<file path="config.mk">
export PLATFORM = sky130hd
export DESIGN_NAME = ina220_poll_seq
export DESIGN_NICKNAME = d
export VERILOG_FILES = /design/src/rtl/ina220_pkg.sv /design/src/rtl/ina220_tick_gen.sv /design/src/rtl/ina220_poll_seq.sv
export SDC_FILE = /design/constraint.sdc
export NUM_CORES = 1
export LEC_CHECK = 0
export CAP_MARGIN = 20
export CORE_MARGIN = 3
export CORE_UTILIZATION = 45
export DETAILED_ROUTE_END_ITERATION = 8
export GPL_ROUTABILITY_DRIVEN = 0
export PLACE_DENSITY_LB_ADDON = 0.08
export SLEW_MARGIN = 15
export SYNTH_ARGS = -nofsm -noshare
export SYNTH_HDL_FRONTEND = slang
export SYNTH_HIERARCHICAL = 1
export SYNTH_SLANG_ARGS = --single-unit
</file>
<file path="constraint.sdc">
create_clock -name PCLK -period 4.3 [get_ports PCLK]
set_clock_uncertainty 0.2 [all_clocks]
set_input_delay 1.075 -clock PCLK [delete_from_list [all_inputs] [get_ports PCLK]]
set_output_delay 1.075 -clock PCLK [all_outputs]
set_load 0.005 [all_outputs]
</file>
<file path="src/rtl/ina220_pkg.sv">
// Shared definitions for the INA220 poll sequencer: register pointers and FSM state encoding.
package ina220_pkg;

    localparam logic [7:0] PTR_CFG   = 8'h00;
    localparam logic [7:0] PTR_SHUNT = 8'h01;
    localparam logic [7:0] PTR_BUS   = 8'h02;
    localparam logic [7:0] PTR_POWER = 8'h03;
    localparam logic [7:0] PTR_CURR  = 8'h04;
    localparam logic [7:0] PTR_CAL   = 8'h05;

    typedef enum logic [2:0] {
        ST_INIT_CFG,
        ST_WAIT_CFG,
        ST_INIT_CAL,
        ST_WAIT_CAL,
        ST_IDLE,
        ST_RD_REQ,
        ST_RD_WAIT,
        ST_COMMIT
    } state_e;

    // Shadow slot for a measurement pointer: SHUNT..CURR map to 0..3.
    function automatic logic [1:0] slot_of(input logic [7:0] ptr);
        return 2'(ptr - PTR_SHUNT);
    endfunction

endpackage

</file>
<file path="src/rtl/ina220_tick_gen.sv">
// Free-running poll divider: counts 0..DIV-1 and pulses tick on the wrap cycle.
module ina220_tick_gen #(
    parameter int unsigned DIV = 500000
) (
    input  logic PCLK,
    input  logic PRESET,
    output logic tick
);

    logic [31:0] cnt;

    assign tick = (cnt == DIV - 1);

    always_ff @(posedge PCLK) begin
        if (PRESET) cnt <= '0;
        else        cnt <= tick ? '0 : cnt + 32'd1;
    end

endmodule

</file>
<file path="src/rtl/ina220_poll_seq.sv">
// INA220 sequencer: writes config/calibration once, then periodically reads regs 0x01..0x04
// through an external IIC master and publishes them as one coherent frame.
module ina220_poll_seq
    import ina220_pkg::*;
#(
    parameter int unsigned POLL_DIV = 500000,
    parameter int unsigned TIMEOUT  = 100000,
    parameter logic [15:0] CFG_WORD = 16'h399F,
    parameter logic [15:0] CAL_WORD = 16'h1000
) (
    input  logic        PCLK,
    input  logic        PRESET,
    input  logic        ENABLE,
    input  logic        IIC_DONE,
    input  logic        WE_OUT,
    input  logic [23:0] OUT_DATA,
    output logic        WE,
    output logic        RE,
    output logic [7:0]  DATA_IN_0,
    output logic [15:0] DATA_IN_1,
    output logic [15:0] SHUNT_V,
    output logic [15:0] BUS_V,
    output logic [15:0] POWER,
    output logic [15:0] CURRENT,
    output logic        FRAME_VALID,
    output logic        ERR
);

    state_e      state, state_nxt;
    logic [7:0]  ptr, ptr_nxt;
    logic [7:0]  din0_nxt;
    logic [15:0] din1_nxt;
    logic        we_nxt, re_nxt;
    logic        err_set, to_clr, shadow_we, commit;
    logic        tick, waiting, to_expired;
    logic [31:0] to_cnt;
    logic [15:0] shadow [4];

    ina220_tick_gen #(.DIV(POLL_DIV)) u_tick (
        .PCLK   (PCLK),
        .PRESET (PRESET),
        .tick   (tick)
    );

    assign waiting    = (state == ST_WAIT_CFG) || (state == ST_WAIT_CAL) || (state == ST_RD_WAIT);
    assign to_expired = waiting && (to_cnt == TIMEOUT - 1);

    // NOTE: registers use <= so every flop samples pre-edge values regardless of block order.
    always_ff @(posedge PCLK) begin
        if (PRESET) state <= ST_INIT_CFG;
        else        state <= state_nxt;
    end

    always_comb begin
        // NOTE: every combinational output is defaulted first so no path can infer a latch.
        state_nxt = state;
        ptr_nxt   = ptr;
        din0_nxt  = DATA_IN_0;
        din1_nxt  = DATA_IN_1;
        we_nxt    = 1'b0;
        re_nxt    = 1'b0;
        err_set   = 1'b0;
        to_clr    = 1'b0;
        shadow_we = 1'b0;
        commit    = 1'b0;
        case (state)
            ST_INIT_CFG: begin
                we_nxt    = 1'b1;
                din0_nxt  = PTR_CFG;
                din1_nxt  = CFG_WORD;
                to_clr    = 1'b1;
                state_nxt = ST_WAIT_CFG;
            end
            ST_WAIT_CFG: begin
                if (IIC_DONE) state_nxt = ST_INIT_CAL;
                else if (to_expired) begin
                    err_set   = 1'b1;
                    state_nxt = ST_INIT_CFG;
                end
            end
            ST_INIT_CAL: begin
                we_nxt    = 1'b1;
                din0_nxt  = PTR_CAL;
                din1_nxt  = CAL_WORD;
                to_clr    = 1'b1;
                state_nxt = ST_WAIT_CAL;
            end
            ST_WAIT_CAL: begin
                if (IIC_DONE) state_nxt = ST_IDLE;
                else if (to_expired) begin
                    err_set   = 1'b1;
                    state_nxt = ST_INIT_CAL;
                end
            end
            ST_IDLE: begin
                if (tick && ENABLE) begin
                    ptr_nxt   = PTR_SHUNT;
                    state_nxt = ST_RD_REQ;
                end
            end
            ST_RD_REQ: begin
                re_nxt    = 1'b1;
                din0_nxt  = ptr;
                to_clr    = 1'b1;
                state_nxt = ST_RD_WAIT;
            end
            ST_RD_WAIT: begin
                // A reply for the wrong register means the bus lost sync; drop the whole round.
                if (WE_OUT) begin
                    if (OUT_DATA[23:16] == ptr) begin
                        shadow_we = 1'b1;
                        if (ptr == PTR_CURR) state_nxt = ST_COMMIT;
                        else begin
                            ptr_nxt   = ptr + 8'd1;
                            state_nxt = ST_RD_REQ;
                        end
                    end else begin
                        err_set   = 1'b1;
                        state_nxt = ST_IDLE;
                    end
                end else if (to_expired) begin
                    err_set   = 1'b1;
                    state_nxt = ST_IDLE;
                end
            end
            ST_COMMIT: begin
                commit    = 1'b1;
                state_nxt = ST_IDLE;
            end
            default: state_nxt = ST_INIT_CFG;
        endcase
    end

    always_ff @(posedge PCLK) begin
        if (PRESET) begin
            WE          <= 1'b0;
            RE          <= 1'b0;
            DATA_IN_0   <= PTR_CFG;
            DATA_IN_1   <= 16'h0000;
            ptr         <= PTR_CFG;
            to_cnt      <= '0;
            SHUNT_V     <= 16'h0000;
            BUS_V       <= 16'h0000;
            POWER       <= 16'h0000;
            CURRENT     <= 16'h0000;
            FRAME_VALID <= 1'b0;
            ERR         <= 1'b0;
        end else begin
            WE          <= we_nxt;
            RE          <= re_nxt;
            DATA_IN_0   <= din0_nxt;
            DATA_IN_1   <= din1_nxt;
            ptr         <= ptr_nxt;
            FRAME_VALID <= commit;
            if (to_clr)       to_cnt <= '0;
            else if (waiting) to_cnt <= to_cnt + 32'd1;
            if (err_set) ERR <= 1'b1;
            if (commit) begin
                SHUNT_V <= shadow[0];
                BUS_V   <= shadow[1];
                POWER   <= shadow[2];
                CURRENT <= shadow[3];
            end
        end
    end

    // NOTE: the shadow slots carry no reset; COMMIT is only reachable after all four were rewritten.
    always_ff @(posedge PCLK) begin
        if (shadow_we) shadow[slot_of(ptr)] <= OUT_DATA[15:0];
    end

endmodule
</file>
==> out/summary.txt, run 1 <==
normalized max-slew margin - 0.296
GRT Total Usage - 0.185
met2 wire length - 9140 microns
synthesized cell area - 8900 sq um
Die Ht - 147 microns
H-tree depth - 1
Tightest Pin Transition - 1.05 ns
crit path from - u_tick/cnt[20]
status - complete, no violations
CP Max Fanout - 7
DP Wirelength - 13800 microns
Worst Hold Path EP - SHUNT_V[10]
PwrDens - 382 nW/um^2
cts bufs inserted - 23
post-DR wirelength/cell - 16.1 microns
Sink Count - 217
Core ar. - 19100 sq um
Iter 0 DRT Violations - 420
cts hold-fix bufs - 0
area leader, netlist - dfxtp_1
vias per cell - 5.34
setup repair bufs after CTS - 0
Syn Area/Cell - 9.85 sq um
FF+latch count, synth - 217
clk buf depth - 3
Post-synth EDFFs - 64
antenna violations before repair - 0
RSZ-0062 raised after global routing - no
Post-Syn Instances - 904
first-pass GRT wire length - 33000 microns
RR Endpoint - ptr[1]
Rows - 50
R2R Setup Slk - 1.26 ns
metal1 wirelength - 10200 microns
Final min period - 3.04 ns
Max Clk Rate - 329 MHz
post_cts resized - 0
fin crit share - 0.707
initial core utilization - 0.466
clock root buffer - clkbuf_16
boundary pin count - 121
Max Cap Violations - 0
Post-synth top cells - dfxtp_1 (153), nand2_1 (151), a21oi_1 (95), edfxtp_1 (64), nor2_1 (60)
met3 WL post-DR - 889 microns
count of different cell masters after synthesis - 60
Ys Warns - 6
Arrival @ worst endpoint - 3.26 ns
filler cell count in the final layout - 1715
DIE WIDTH - 147 microns
Remaining Overflow, GRT - 0
Synth async-reset ratio - 0
post-synthesis sequential area ratio - 0.560
highest metal used - met4
peak supply drop - 0.255 mV
crit-path cells - or4_1 > or4_4 > nor2_1 > nand2_1 > and2b_1 > nor2_1 > or4_1 > a21oi_1
top post-synthesis cells by area - dfxtp_1 (34%), edfxtp_1 (22%), nand2_1 (6.4%)
FF-to-FF Start - u_tick/cnt[20]
most common cell in the netlist - dfxtp_1
Pwr Total - 4140 uW
drc violations - 0
FF-to-FF path depth - 8
Crit path required time - 4.52 ns
total die area - 21500 sq um
IO buf count - 114
crit path kind - reg2reg
Hold Crit Start - SHUNT_V[10]
worst hold stages - 2
share of cells above drive strength 1 - 0.0673
Hold Path Class - reg2reg
CP Capture Type - flip-flop
top-area cell type share of the netlist area - 0.344
Layout area overhead - 21.8%
CP max-delay cell - or4_4
Startpoint Class - flip-flop
drt first pass iters - 5
Routed Wire Length - 20500 microns
vias - 6788
final setup violation count - 0
ys flop type - dfxtp_1
CTS tree - done
Nets - 1031
largest net degree at the start of global routing - 66
Sum Neg Setup Slack - 0 ns
vias in the first global route - 6267
clk_lat worst skew - 0.50 ns
Ant. Diodes - 0
Critical Path Max Stage Delay - 0.57 ns
Clk pin slew, worst setup/hold paths - 0.06 ns
Max Slew Vio Count - 0
Leak - 0.00349 uW
Final ANT Viol Nets - 0
final hold viol count - 0
## stage by stage
step	util	instances	setup slack (ns)	cell area, sq um	hold WS (ns)
detailed placement	0.532	1230	0.927	10100	0.247
finish	0.568	1271	1.26	10800	0.251
global route	0.568	1271	1.12	10800	0.276
floorplan	-	909	1.57	8920	0.237
CTS	0.568	1271	1.29	10800	0.255
global placement	0.532	1230	0.931	10100	0.244
## power breakdown
part	internal, uW	leakage, uW	switching [uW]
Combinational	80.6	0.00134	96.8
Clock	1060	0.000343	773
Sequential	2120	0.00181	15.5
## placed cells by master, fill, tap and decap left out, types with 13 or more instances in the layout
cell type | netlist | layout
dfxtp_1 | 153 | 153
nand2_1 | 151 | 151
clkdlybuf4s50_1 | 0 | 113
a21oi_1 | 95 | 95
edfxtp_1 | 64 | 64
nor2_1 | 60 | 60
xnor2_1 | 36 | 36
nand3_1 | 34 | 33
nand4_1 | 30 | 30
clkbuf_16 | 0 | 23
o21ai_0 | 18 | 18
nor4_1 | 16 | 16
xor2_1 | 16 | 16
nor3_1 | 14 | 14
or4_1 | 14 | 14
inv_1 | 13 | 13
and3_1 | 14 | 13
## flip-flops by register name (all words and copies together) (netlist names)
register,flops
BUS_V,16
CURRENT,16
DATA_IN_0,8
DATA_IN_1,2
ERR,1
FRAME_VALID,1
POWER,16
RE,1
SHUNT_V,16
WE,1
ptr,8
shadow,64
state,3
to_cnt,32
u_tick/cnt,32
## worst max-delay path by stage
stage,to,slack (ns),depth (start not counted)
2_1_floorplan,ptr[1],1.57,8
3_3_place_gp,shadow[3][15],0.93,4
3_5_place_dp,shadow[3][0],0.93,4
4_1_cts,ptr[1],1.29,8
5_1_grt,ptr[1],1.12,8
6_report,ptr[1],1.26,8
## critical path: cells and delay by family (launching register included)
kind,cells,cell delay [ns]
AO/OA/AOI/OAI,1,0.15
AND/OR/NAND/NOR,7,2.26
flip-flops,1,0.37
## area by class of cell
| cell class | count | area [sq um] | area share |
|---|---|---|---|
| clock buffers | 30 | 612 | 0.0564 |
| well taps | 260 | 325 | 0.0300 |
| clock inverters | 11 | 83.8 | 0.00773 |
| multi-input cells | 614 | 3560 | 0.328 |
| repair buffers | 126 | 1230 | 0.113 |
| flip-flops and latches | 217 | 4980 | 0.460 |
| inverters | 13 | 48.8 | 0.00450 |
## per-layer routing
metal	track usage	up-vias
met2	0.285	141
met1	0.273	3243
met4	0.0423	0
met3	0.0304	25
li1	-	3379
met5	0	-
## cell families after synthesis
group / count (synthesis) / synth area share
flops: 217 / 0.560
simple gates: 394 / 0.232
buf+inv: 78 / 0.0427
fa+ha+maj: 7 / 0.00984
compound gates: 151 / 0.0991
xor+xnor: 52 / 0.0512
other cells: 1 / 0.000421
mux: 4 / 0.00464
Note: power is estimated with default switching activity, not from simulation.
==> inputs of run 2 (changes only) <==
- clock period: 4.3 -> 2.7 ns (I/O delays scaled with it)
==> run 2 against run 1 <==
Non-clock buffer count rose by 42. Utilization rose by 2.6 points. Final area rose by 4.7%. Count of clock-buffer cells in the layout rose by 1. Via count rose by 1.5%. Sequential share of layout area fell by 2.0 points. First-iteration DRC count rose by 1.4%. Sequential power rose by 60%. Critical path type unchanged. Largest cell class unchanged. Largest power group unchanged.
==> out/summary.txt, run 2 (synthesis results as in run 1) <==
status - complete, no violations
Rows - 50 (unchanged)
first-pass GRT wire length - 33000 microns (about the same)
Layout area overhead - 27.5%
Die Ht - 147 microns (unchanged)
total die area - 21500 sq um (unchanged)
Final ANT Viol Nets - 0 (unchanged)
initial core utilization - 0.466 (unchanged)
Clk pin slew, worst setup/hold paths - 0.06 ns (about the same)
commonest non-fill, non-tap cell in the layout - dfxtp_1
clock root buffer - clkbuf_16
Leak - 0.00375 uW (+7.6%)
filler cell count in the final layout - 1685 (-1.7%)
Pwr Total - 6890 uW (+66%)
GRT Total Usage - 0.182 (-0.00264)
peak supply drop - 0.446 mV (+75%)
Core ar. - 19100 sq um (unchanged)
largest net degree at the start of global routing - 58 (-12%)
CP Max Fanout - 2 (-5)
Arrival @ worst endpoint - 2.87 ns (-0.39 ns)
RSZ-0062 raised after global routing - yes
Startpoint Class - flip-flop
normalized max-slew margin - 0.345 (+0.0486)
CP max-delay cell - or4_4
Remaining Overflow, GRT - 0 (unchanged)
Ant. Diodes - 0 (unchanged)
Routed Wire Length - 20200 microns (-1.6%)
Final min period - 2.65 ns (-0.389 ns)
final setup violation count - 0 (unchanged)
H-tree depth - 1 (unchanged)
clk buf depth - 3 (unchanged)
drc violations - 0 (unchanged)
Top Registers - shadow x64, to_cnt x32, u_tick/cnt x32
Critical Path Max Stage Delay - 0.57 ns (about the same)
Biggest register - shadow
final core utilization - 0.595 (+0.0265)
Max Cap Violations - 0 (unchanged)
post-DR wirelength/cell - 15.4 microns (-4.8%)
vias per cell - 5.25 (-1.7%)
CP dominant cell by count - or4_4
antenna violations before repair - 0 (unchanged)
Worst path top cell family by delay - simple AND/OR/NAND/NOR gates
Max Slew Vio Count - 0 (unchanged)
DP Wirelength - 13600 microns (-1.3%)
most frequent cells in the layout - dfxtp_1 (151), nand2_1 (150), clkdlybuf4s50_1 (113)
Bufs and invs on worst path - 0 (unchanged)
Tightest Pin Transition - 0.977 ns (-0.0758 ns)
crit-path cells - or4_4 > or4_4 > nor2_4 > nand2_2 > and2b_2 > nor2_1 > or4_1 > a21oi_1
CTS tree - done
PwrDens - 607 nW/um^2 (+59%)
Hold Path Class - reg2reg
DIE WIDTH - 147 microns (unchanged)
max reg flops - 64 (unchanged)
cts bufs inserted - 23 (unchanged)
Max Clk Rate - 377 MHz (+15%)
clk_lat worst skew - 0.49 ns (about the same)
fin crit share - 0.982 (+0.275)
CP Capture Type - flip-flop
Nets - 1073 (+4.1%)
boundary pin count - 121 (unchanged)
crit path kind - reg2reg
Sink Count - 217 (unchanged)
Iter 0 DRT Violations - 426 (+1.4%)
Crit path required time - 2.92 ns (-1.60 ns)
vias - 6891 (+1.5%)
vias in the first global route - 6286 (+0.30%)
multi-input logic area - 3580 sq um (+0.42%)
IO buf count - 114 (unchanged)
register area - 4990 sq um (about the same)
drt first pass iters - 4 (-1)
share of cells above drive strength 1 - 0.114 (+0.0467)
final hold viol count - 0 (unchanged)
==> run 2: worst paths after layout <==
| path | startpoint | end | slack (ns) | depth (start not counted) |
|---|---|---|---|---|
| worst min register to register | SHUNT_V[5] | SHUNT_V[5] | 0.25 | 2 |
| worst max-delay path | u_tick/cnt[26] | ptr[1] | 0.05 | 8 |
| worst min-delay path | SHUNT_V[5] | SHUNT_V[5] | 0.25 | 2 |
| worst max register to register | u_tick/cnt[26] | ptr[1] | 0.05 | 8 |
==> run 2: report_power, final <==
part	switching, uW	total [uW]	internal [uW]	leakage, uW
clock network	1250	3210	1960	0.000372
logic	146	284	138	0.00157
registers	25.6	3400	3370	0.00181
total	1420	6890	5470	0.00375
==> run 2: area by class of cell <==
cell class                      count  share of cell area
Multi-Input combinational cell    614               0.315
Clock inverter                     10              0.0119
Sequential cell                   217               0.440
Clock buffer                       31              0.0569
Timing Repair Buffer              168               0.144
Tap cell                          260              0.0287
Inverter                           13             0.00430
==> run 2: layer usage <==
metal  track usage  part of all wire
met5             0                 0
met4        0.0386             0.012
met3        0.0298             0.058
met2         0.283              0.45
met1         0.269              0.48
==> run 2: repair_timing <==
| action | CTS | global route |
|---|---|---|
| buffers inserted | 0 | 3 |
| hold buffers | 0 | 0 |
| resized for setup | 0 | 6 |
| setup endpoints to repair | 0 | 1 |
==> run 2: per-stage QoR <==
| stage | cells | setup TNS, ns | hold WS (ns) | setup slack [ns] | instance area [sq um] |
|---|---|---|---|---|---|
| 6_report | 1313 | 0 | 0.251 | 0.0483 | 11300 |
| 5_1_grt | 1313 | -0.0503 | 0.271 | -0.0264 | 11300 |
| 4_1_cts | 1310 | 0 | 0.255 | 0.0266 | 11300 |
| 3_5_place_dp | 1269 | 0 | 0.247 | 0.0389 | 10500 |
| 3_3_place_gp | 1269 | 0 | 0.243 | 0.0506 | 10500 |
| 2_1_floorplan | 909 | 0 | 0.237 | 0.00755 | 8920 |
==> run 2: worst min-delay path, cell delays in order (launching register included) <==
cell and delay [ns]:
dfxtp_1 0.31, nand2_1 0.05, a21oi_1 0.05
